[src/rtl/wb_arb_pkg.sv]
// Shared write-back definitions: grant encodings, register-file geometry and
// the register-0 address.
package wb_arb_pkg;

  localparam int REG_ADDR_W = 5;
  localparam int REG_DATA_W = 32;

  localparam logic [REG_ADDR_W-1:0] REG_ZERO = '0;

  typedef enum logic [1:0] {
    WB_GNT_NONE = 2'd0,
    WB_GNT_EX   = 2'd1,
    WB_GNT_LQ   = 2'd2
  } wb_gnt_e;

  function automatic logic rd_writes(input logic [REG_ADDR_W-1:0] rd);
    return rd != REG_ZERO;
  endfunction

endpackage

[src/rtl/wb_ldq.sv]
// In-order circular load-return queue with per-entry kill bits and an
// rd compare-and-kill port used for WAW ordering against execute writes.
module wb_ldq
  import wb_arb_pkg::*;
#(
  parameter int LDQ_DEPTH = 2
) (
  input  logic                           clk,
  input  logic                           rst_n,
  input  logic                           push_i,
  input  logic [REG_ADDR_W-1:0]          push_rd_i,
  input  logic [REG_DATA_W-1:0]          push_data_i,
  input  logic                           push_kill_i,
  input  logic                           pop_i,
  input  logic                           kill_i,
  input  logic [REG_ADDR_W-1:0]          kill_rd_i,
  output logic [REG_ADDR_W-1:0]          head_rd_o,
  output logic [REG_DATA_W-1:0]          head_data_o,
  output logic                           head_kill_o,
  output logic [$clog2(LDQ_DEPTH+1)-1:0] cnt_o
);

  localparam int PTR_W = $clog2(LDQ_DEPTH);
  localparam int CNT_W = $clog2(LDQ_DEPTH + 1);

  logic [PTR_W-1:0]     rd_ptr_q, rd_ptr_d;
  logic [PTR_W-1:0]     wr_ptr_q, wr_ptr_d;
  logic [CNT_W-1:0]     cnt_q, cnt_d;
  logic [LDQ_DEPTH-1:0] vld_q, vld_d;
  logic [LDQ_DEPTH-1:0] kill_q, kill_d;

  logic [REG_ADDR_W-1:0] rd_mem   [LDQ_DEPTH];
  logic [REG_DATA_W-1:0] data_mem [LDQ_DEPTH];

  function automatic logic [PTR_W-1:0] ptr_inc(input logic [PTR_W-1:0] p);
    return (p == PTR_W'(LDQ_DEPTH - 1)) ? '0 : p + PTR_W'(1);
  endfunction

  always_comb begin
    rd_ptr_d = rd_ptr_q;
    wr_ptr_d = wr_ptr_q;
    cnt_d    = cnt_q;
    vld_d    = vld_q;
    kill_d   = kill_q;
    if (kill_i) begin
      for (int i = 0; i < LDQ_DEPTH; i++) begin
        if (vld_q[i] && (rd_mem[i] == kill_rd_i)) kill_d[i] = 1'b1;
      end
    end
    if (pop_i) begin
      vld_d[rd_ptr_q] = 1'b0;
      rd_ptr_d        = ptr_inc(rd_ptr_q);
    end
    // Push last: when full, push and pop share the same slot and the new entry must win.
    if (push_i) begin
      vld_d[wr_ptr_q]  = 1'b1;
      kill_d[wr_ptr_q] = push_kill_i;
      wr_ptr_d         = ptr_inc(wr_ptr_q);
    end
    case ({push_i, pop_i})
      2'b10:   cnt_d = cnt_q + CNT_W'(1);
      2'b01:   cnt_d = cnt_q - CNT_W'(1);
      default: cnt_d = cnt_q;
    endcase
  end

  always_ff @(posedge clk or negedge rst_n) begin
    if (!rst_n) begin
      rd_ptr_q <= '0;
      wr_ptr_q <= '0;
      cnt_q    <= '0;
      vld_q    <= '0;
      kill_q   <= '0;
    end else begin
      rd_ptr_q <= rd_ptr_d;
      wr_ptr_q <= wr_ptr_d;
      cnt_q    <= cnt_d;
      vld_q    <= vld_d;
      kill_q   <= kill_d;
    end
  end

  always_ff @(posedge clk) begin
    if (push_i) begin
      rd_mem[wr_ptr_q]   <= push_rd_i;
      data_mem[wr_ptr_q] <= push_data_i;
    end
  end

  assign head_rd_o   = rd_mem[rd_ptr_q];
  assign head_data_o = data_mem[rd_ptr_q];
  assign head_kill_o = kill_q[rd_ptr_q];
  assign cnt_o       = cnt_q;

endmodule

[src/rtl/wb_arb.sv]
// Write-back arbiter sharing the register-file write port between execute and
// queued load returns. Optional load bypass enabled by WB_ARB_LD_BYPASS_EN.
module wb_arb
  import wb_arb_pkg::*;
#(
  parameter int LDQ_DEPTH = 2,
  parameter int AGE_MAX   = 4
) (
  input  logic                           clk,
  input  logic                           rst_n,
  input  logic                           ex_valid_i,
  input  logic [REG_ADDR_W-1:0]          ex_rd_i,
  input  logic [REG_DATA_W-1:0]          ex_data_i,
  output logic                           ex_stall_o,
  input  logic                           ld_valid_i,
  input  logic [REG_ADDR_W-1:0]          ld_rd_i,
  input  logic [REG_DATA_W-1:0]          ld_data_i,
  output logic                           ld_ready_o,
  output logic                           rf_we_o,
  output logic [REG_ADDR_W-1:0]          rf_waddr_o,
  output logic [REG_DATA_W-1:0]          rf_wdata_o,
  output logic [$clog2(LDQ_DEPTH+1)-1:0] ldq_cnt_o
);

  localparam int CNT_W = $clog2(LDQ_DEPTH + 1);
  localparam int AGE_W = $clog2(AGE_MAX + 1);

  wb_gnt_e               gnt;
  logic                  ldq_empty, ldq_full;
  logic                  bypass, push, pop, kill, push_kill;
  logic [CNT_W-1:0]      cnt;
  logic [REG_ADDR_W-1:0] head_rd;
  logic [REG_DATA_W-1:0] head_data;
  logic                  head_kill;

  logic [AGE_W-1:0]      age_q, age_d;
  logic                  rf_we_q, rf_we_d;
  logic [REG_ADDR_W-1:0] rf_waddr_q, rf_waddr_d;
  logic [REG_DATA_W-1:0] rf_wdata_q, rf_wdata_d;

  assign ldq_empty = (cnt == '0);
  assign ldq_full  = (cnt == CNT_W'(LDQ_DEPTH));

  always_comb begin
    gnt = WB_GNT_NONE;
    if (!ldq_empty && (!ex_valid_i || ldq_full || (age_q >= AGE_W'(AGE_MAX)))) gnt = WB_GNT_LQ;
    else if (ex_valid_i) gnt = WB_GNT_EX;
  end

  assign ex_stall_o = ex_valid_i & (gnt != WB_GNT_EX);
  assign ld_ready_o = !ldq_full | (gnt == WB_GNT_LQ);

  always_comb begin
`ifdef WB_ARB_LD_BYPASS_EN
    bypass = ld_valid_i & ldq_empty & ~ex_valid_i;
`else
    bypass = 1'b0;
`endif
    push      = ld_valid_i & ld_ready_o & ~bypass;
    pop       = (gnt == WB_GNT_LQ);
    // Queued loads are older than the execute result, so a matching rd must not land after it.
    kill      = (gnt == WB_GNT_EX) & rd_writes(ex_rd_i);
    push_kill = kill & (ld_rd_i == ex_rd_i);
  end

  always_comb begin
    rf_we_d    = 1'b0;
    rf_waddr_d = rf_waddr_q;
    rf_wdata_d = rf_wdata_q;
    if ((gnt == WB_GNT_EX) && rd_writes(ex_rd_i)) begin
      rf_we_d    = 1'b1;
      rf_waddr_d = ex_rd_i;
      rf_wdata_d = ex_data_i;
    end else if ((gnt == WB_GNT_LQ) && !head_kill && rd_writes(head_rd)) begin
      rf_we_d    = 1'b1;
      rf_waddr_d = head_rd;
      rf_wdata_d = head_data;
    end else if (bypass && rd_writes(ld_rd_i)) begin
      rf_we_d    = 1'b1;
      rf_waddr_d = ld_rd_i;
      rf_wdata_d = ld_data_i;
    end
    age_d = age_q;
    if (ldq_empty || pop) age_d = '0;
    else if (age_q < AGE_W'(AGE_MAX)) age_d = age_q + AGE_W'(1);
  end

  always_ff @(posedge clk or negedge rst_n) begin
    if (!rst_n) begin
      age_q      <= '0;
      rf_we_q    <= 1'b0;
      rf_waddr_q <= '0;
      rf_wdata_q <= '0;
    end else begin
      age_q      <= age_d;
      rf_we_q    <= rf_we_d;
      rf_waddr_q <= rf_waddr_d;
      rf_wdata_q <= rf_wdata_d;
    end
  end

  wb_ldq #(
    .LDQ_DEPTH(LDQ_DEPTH)
  ) u_ldq (
    .clk        (clk),
    .rst_n      (rst_n),
    .push_i     (push),
    .push_rd_i  (ld_rd_i),
    .push_data_i(ld_data_i),
    .push_kill_i(push_kill),
    .pop_i      (pop),
    .kill_i     (kill),
    .kill_rd_i  (ex_rd_i),
    .head_rd_o  (head_rd),
    .head_data_o(head_data),
    .head_kill_o(head_kill),
    .cnt_o      (cnt)
  );

  assign rf_we_o    = rf_we_q;
  assign rf_waddr_o = rf_waddr_q;
  assign rf_wdata_o = rf_wdata_q;
  assign ldq_cnt_o  = cnt;

endmodule

[config.mk]
export PLATFORM = sky130hd
export DESIGN_NAME = wb_arb
export DESIGN_NICKNAME = d
export VERILOG_FILES = /design/src/rtl/wb_arb_pkg.sv /design/src/rtl/wb_ldq.sv /design/src/rtl/wb_arb.sv
export SDC_FILE = /design/constraint.sdc
export NUM_CORES = 1
export LEC_CHECK = 0
export CAP_MARGIN = 20
export CORE_ASPECT_RATIO = 0.75
export CORE_MARGIN = 4
export CORE_UTILIZATION = 50
export DETAILED_ROUTE_END_ITERATION = 8
export PLACE_DENSITY = 0.79
export SYNTH_ARGS = -nofsm -noshare
export SYNTH_HDL_FRONTEND = slang
export SYNTH_HIERARCHICAL = 1
export SYNTH_SLANG_ARGS = --single-unit
[constraint.sdc]
create_clock -name clk -period 3.3 [get_ports clk]
set_input_delay 0.66 -clock clk [delete_from_list [all_inputs] [get_ports clk]]
set_output_delay 0.66 -clock clk [all_outputs]
set_load 0.005 [all_outputs]
==> results.yml <==
detailed_routing:
  detail-route-antenna-nets: 0
  drc: 0
  first_pass_iters: 4
  wirelength_um: 11200
  detail_route.vias_per_cell: 5.15
  initialDrtViolationCount: 223
  detailroute.via_count: 3051
  post_drt_wl_per_cell_um: 18.8
finish:
  antenna_cells: 0
  ff_latch_area_um2: 3450
  layout.filler_cells: 668
  post_layout_nonfiller_instances: 593
  multi_input_area_um2: 1730
  summed_area_of_non_filler_cells_in_the_final_layout_um2: 7300
  nets_finish: 524
  area_growth_pct: 36.9
  drive_above_1_share: 0.330
clock_tree:
  cts-root-to-sink-buffers: 2
  path_clk_slew_ps: 50
  cts_hold_buf: 0
  cts_max_level: 4
  ctsRootBufferMaster: "sky130_fd_sc_hd__clkbuf_16"
  clk_lat_worst_skew_ps: 400
  cts_post_setup_buffers_inserted: 0
  cts.sink_count: 123
  tritoncts_clock_tree: "yes"
  cts_resized: 0
  numCtsBuffers: 17
place:
  hpwl_um: 7630
  instance_area_after_placement_um2: 6660
  port_buffers: 118
  gp_congestion: 0.871
  placed_cells_incl_taps: 561
power:
  power.share.sequential: 0.363
  p_leak_nw: 2.81
  share_clk_of_total_power: 0.294
  power.switching_fraction: 0.265
  power_dens_cells_nw_per_um2: 916
  pwr-share-comb: 0.343
  cellInternalPower_w: 0.00491
  vdd.ir_drop.worst_mv: 0.538
  power.net_switching_w: 0.00177
synth:
  synth_enable_flop_cells: 74
  simple_logic_cell_fraction_of_the_synthesized_area: 0.0246
  synth-xor-area-share: 0.0343
  post-synth-top-count-cell: "sky130_fd_sc_hd__mux2_2"
  synth_compound_gate_area_share: 0.0183
  postSynthAreaPerCell_um2: 17.1
  post_synth_fa_ha_maj_area_fraction: 0.00469
  yosys_warnings: 6
  ys_top_cells_by_count: "87 x sky130_fd_sc_hd__mux2_2, 74 x sky130_fd_sc_hd__edfxtp_1, 49 x sky130_fd_sc_hd__dfrtp_1"
  synth_seq_area_share: 0.647
  netlist_top_cells_area: "sky130_fd_sc_hd__edfxtp_1 42%, sky130_fd_sc_hd__dfrtp_1 23%, sky130_fd_sc_hd__mux2_2 18%, sky130_fd_sc_hd__mux2_4 4.5%, sky130_fd_sc_hd__xnor2_1 2.1%"
  synth_top_family_by_area: "multiplexers"
  yosysUniqueCellTypes: 33
  yosys-mux-area-fraction: 0.241
  yosysTopAreaCell: "sky130_fd_sc_hd__edfxtp_1"
  netlist_instances: 312
  synth_top_flop_cell: "sky130_fd_sc_hd__edfxtp_1"
  postSynthRegisterBits: 123
  async_reset_ff_frac: 0.398
  synth_area_um2: 5330
  nets_in_the_synthesized_netlist: 392
  synth.top_cell.area_share: 0.417
grt:
  groute.usage.overall: 0.190
  first_global_vias: 3411
  grt_first_pass_wirelength_um: 18000
  number_of_antenna_violations_at_the_first_check_in_global_routing: 0
  pin_count_of_the_biggest_net_entering_global_routing: 38
  grt_overflow_total: 0
floorplanning:
  num_rows: 32
  floorplan.die_area_um2: 12400
  die-height_um: 97.4
  io_pins: 120
  chipWidth_um: 127
  initial_utilization: 0.516
  core-area_um2: 10300
timing:
  slew-limit-headroom: 0.529
  hold_violations: 0
  rsz_0062_raised_after_global_routing: "false"
  pins_over_slew_limit: 0
  layout_min_cycle_time_ps: 2800
  worst_pin_slew_ps: 706
  setup_viol_count_final: 0
  fin_worst_skew_ps: 7.17
  setup-tns-final_ps: 0
  min_period_over_period: 0.848
  achievable-frequency_ghz: 0.357
run_status:
  outcome: "finished, final reports clean"
critical_path:
  timing.reg2reg.worst_path_depth: 7
  endpoint: "ex_stall_o"
  critPathRequiredTime_ps: 2640
  endpoint_kind: "output pin"
  reg2reg_launch_point: "u_ldq/rd_ptr_q$_DFFE_PN0P_"
  cp_data_arrival_time_ps: 2140
  crit_path_max_fanout: 5
  crit_path_start_kind: "primary input"
  critPathLaunch: "ex_valid_i"
  timing.setup.critical_path_class: "primary input to output pin"
  worst_flop_to_flop_path_endpoint: "rf_wdata_o[15]$_DFFE_PN0P_"
  rrSetupSlack_ps: 670
worst_hold_path:
  hp-class: "primary input to async pin"
flow_run:
  drv_cap: 0
[layer usage]
layer  up-vias  share of wire  GRT usage
met5         -              0          0
met4         0          0.011     0.0594
met3        14          0.074     0.0775
met2       101           0.46      0.293
met1      1508           0.45      0.248
li1       1428              -          -
[worst min-delay path by stage]
| stage | start | cells past startpoint | end | slack [ps] |
|---|---|---|---|---|
| 4_1_cts | rst_n | 1 | rf_wdata_o[21]$_DFFE_PN0P_ | 310 |
| 5_1_grt | rst_n | 1 | rf_wdata_o[21]$_DFFE_PN0P_ | 350 |
| 6_report | rst_n | 1 | rf_wdata_o[21]$_DFFE_PN0P_ | 300 |
| 3_5_place_dp | age_q[0]$_DFFE_PN0P_ | 1 | age_q[0]$_DFFE_PN0P_ | 440 |
| 2_1_floorplan | rst_n | 0 | age_q[0]$_DFFE_PN0P_ | 360 |
| 3_3_place_gp | age_q[0]$_DFFE_PN0P_ | 1 | age_q[0]$_DFFE_PN0P_ | 420 |
[registers in the layout, summed over array words and instances, names as in the netlist]
register / flops
u_ldq/data_mem: 64
age_q: 3
u_ldq/wr_ptr_q: 1
u_ldq/rd_ptr_q: 1
rf_waddr_o: 5
rf_we_o: 1
u_ldq/cnt_o: 2
u_ldq/vld_q: 2
u_ldq/kill_q: 2
rf_wdata_o: 32
u_ldq/rd_mem: 10
[cells in the final DEF, fill, tap and decap left out, types with 2 or more instances in the layout]
cell                                n
sky130_fd_sc_hd__mux2i_1            3
sky130_fd_sc_hd__mux2_2            87
sky130_fd_sc_hd__nand4_1            3
sky130_fd_sc_hd__dfrtp_1           48
sky130_fd_sc_hd__and2_1             3
sky130_fd_sc_hd__nor3_1             2
sky130_fd_sc_hd__buf_4              6
sky130_fd_sc_hd__xnor2_1           13
sky130_fd_sc_hd__clkbuf_16         17
sky130_fd_sc_hd__clkinvlp_4         3
sky130_fd_sc_hd__ha_1               2
sky130_fd_sc_hd__a22oi_1            3
sky130_fd_sc_hd__bufinv_16          4
sky130_fd_sc_hd__nor2_1             4
sky130_fd_sc_hd__nand2_1            6
sky130_fd_sc_hd__mux2_4            16
sky130_fd_sc_hd__mux2_1             3
sky130_fd_sc_hd__clkbuf_1           2
sky130_fd_sc_hd__xor2_1             6
sky130_fd_sc_hd__clkbuf_8           3
sky130_fd_sc_hd__inv_1              5
sky130_fd_sc_hd__clkdlybuf4s50_1  117
sky130_fd_sc_hd__buf_12             3
sky130_fd_sc_hd__edfxtp_1          74
sky130_fd_sc_hd__inv_4              2
sky130_fd_sc_hd__o21ai_0            6
[logic make-up (layout without fill, tap and decap cells)]
group | Yosys count | count (layout)
flops | 123 | 123
mux | 109 | 109
simple gates | 24 | 24
buf+inv | 21 | 166
xor+xnor | 20 | 20
compound gates | 12 | 12
fa+ha+maj | 2 | 2
other cells | 1 | 1
[area by class of cell]
| type | instances | share of cell area |
|---|---|---|
| Inverter | 7 | 0.00394 |
| Clock buffer | 22 | 0.0650 |
| Tap cell | 136 | 0.0233 |
| Multi-Input combinational cell | 168 | 0.237 |
| Timing Repair Buffer | 127 | 0.176 |
| Sequential cell | 123 | 0.473 |
| Clock inverter | 10 | 0.0223 |
[power groups by stage]
stage | Clock, W | Sequential [W] | Combinational (W)
global placement | 0 | 0.00243 | 0.00224
CTS | 0.00200 | 0.00243 | 0.00233
detailed placement | 0 | 0.00245 | 0.00230
finish | 0.00196 | 0.00243 | 0.00229
floorplan | 0 | 0.00238 | 0.00145
global route | 0.00206 | 0.00249 | 0.00247
[stage by stage]
stage,power [W],hold WS [ps],utilization,setup WS (ps)
3_3_place_gp,0.00468,423,0.645,245
4_1_cts,0.00676,311,0.706,483
3_5_place_dp,0.00475,440,0.645,189
6_report,0.00668,304,0.706,502
5_1_grt,0.00702,347,0.706,442
2_1_floorplan,0.00382,364,-,812
[worst max-delay path, cell delays in order]
cell                              delay (ps)
sky130_fd_sc_hd__clkdlybuf4s50_1         470
sky130_fd_sc_hd__and3b_1                 240
sky130_fd_sc_hd__nor2_1                  120
sky130_fd_sc_hd__and2_1                  140
sky130_fd_sc_hd__clkdlybuf4s50_1         510
No activity file was read; power rests on OpenSTA's default activity.
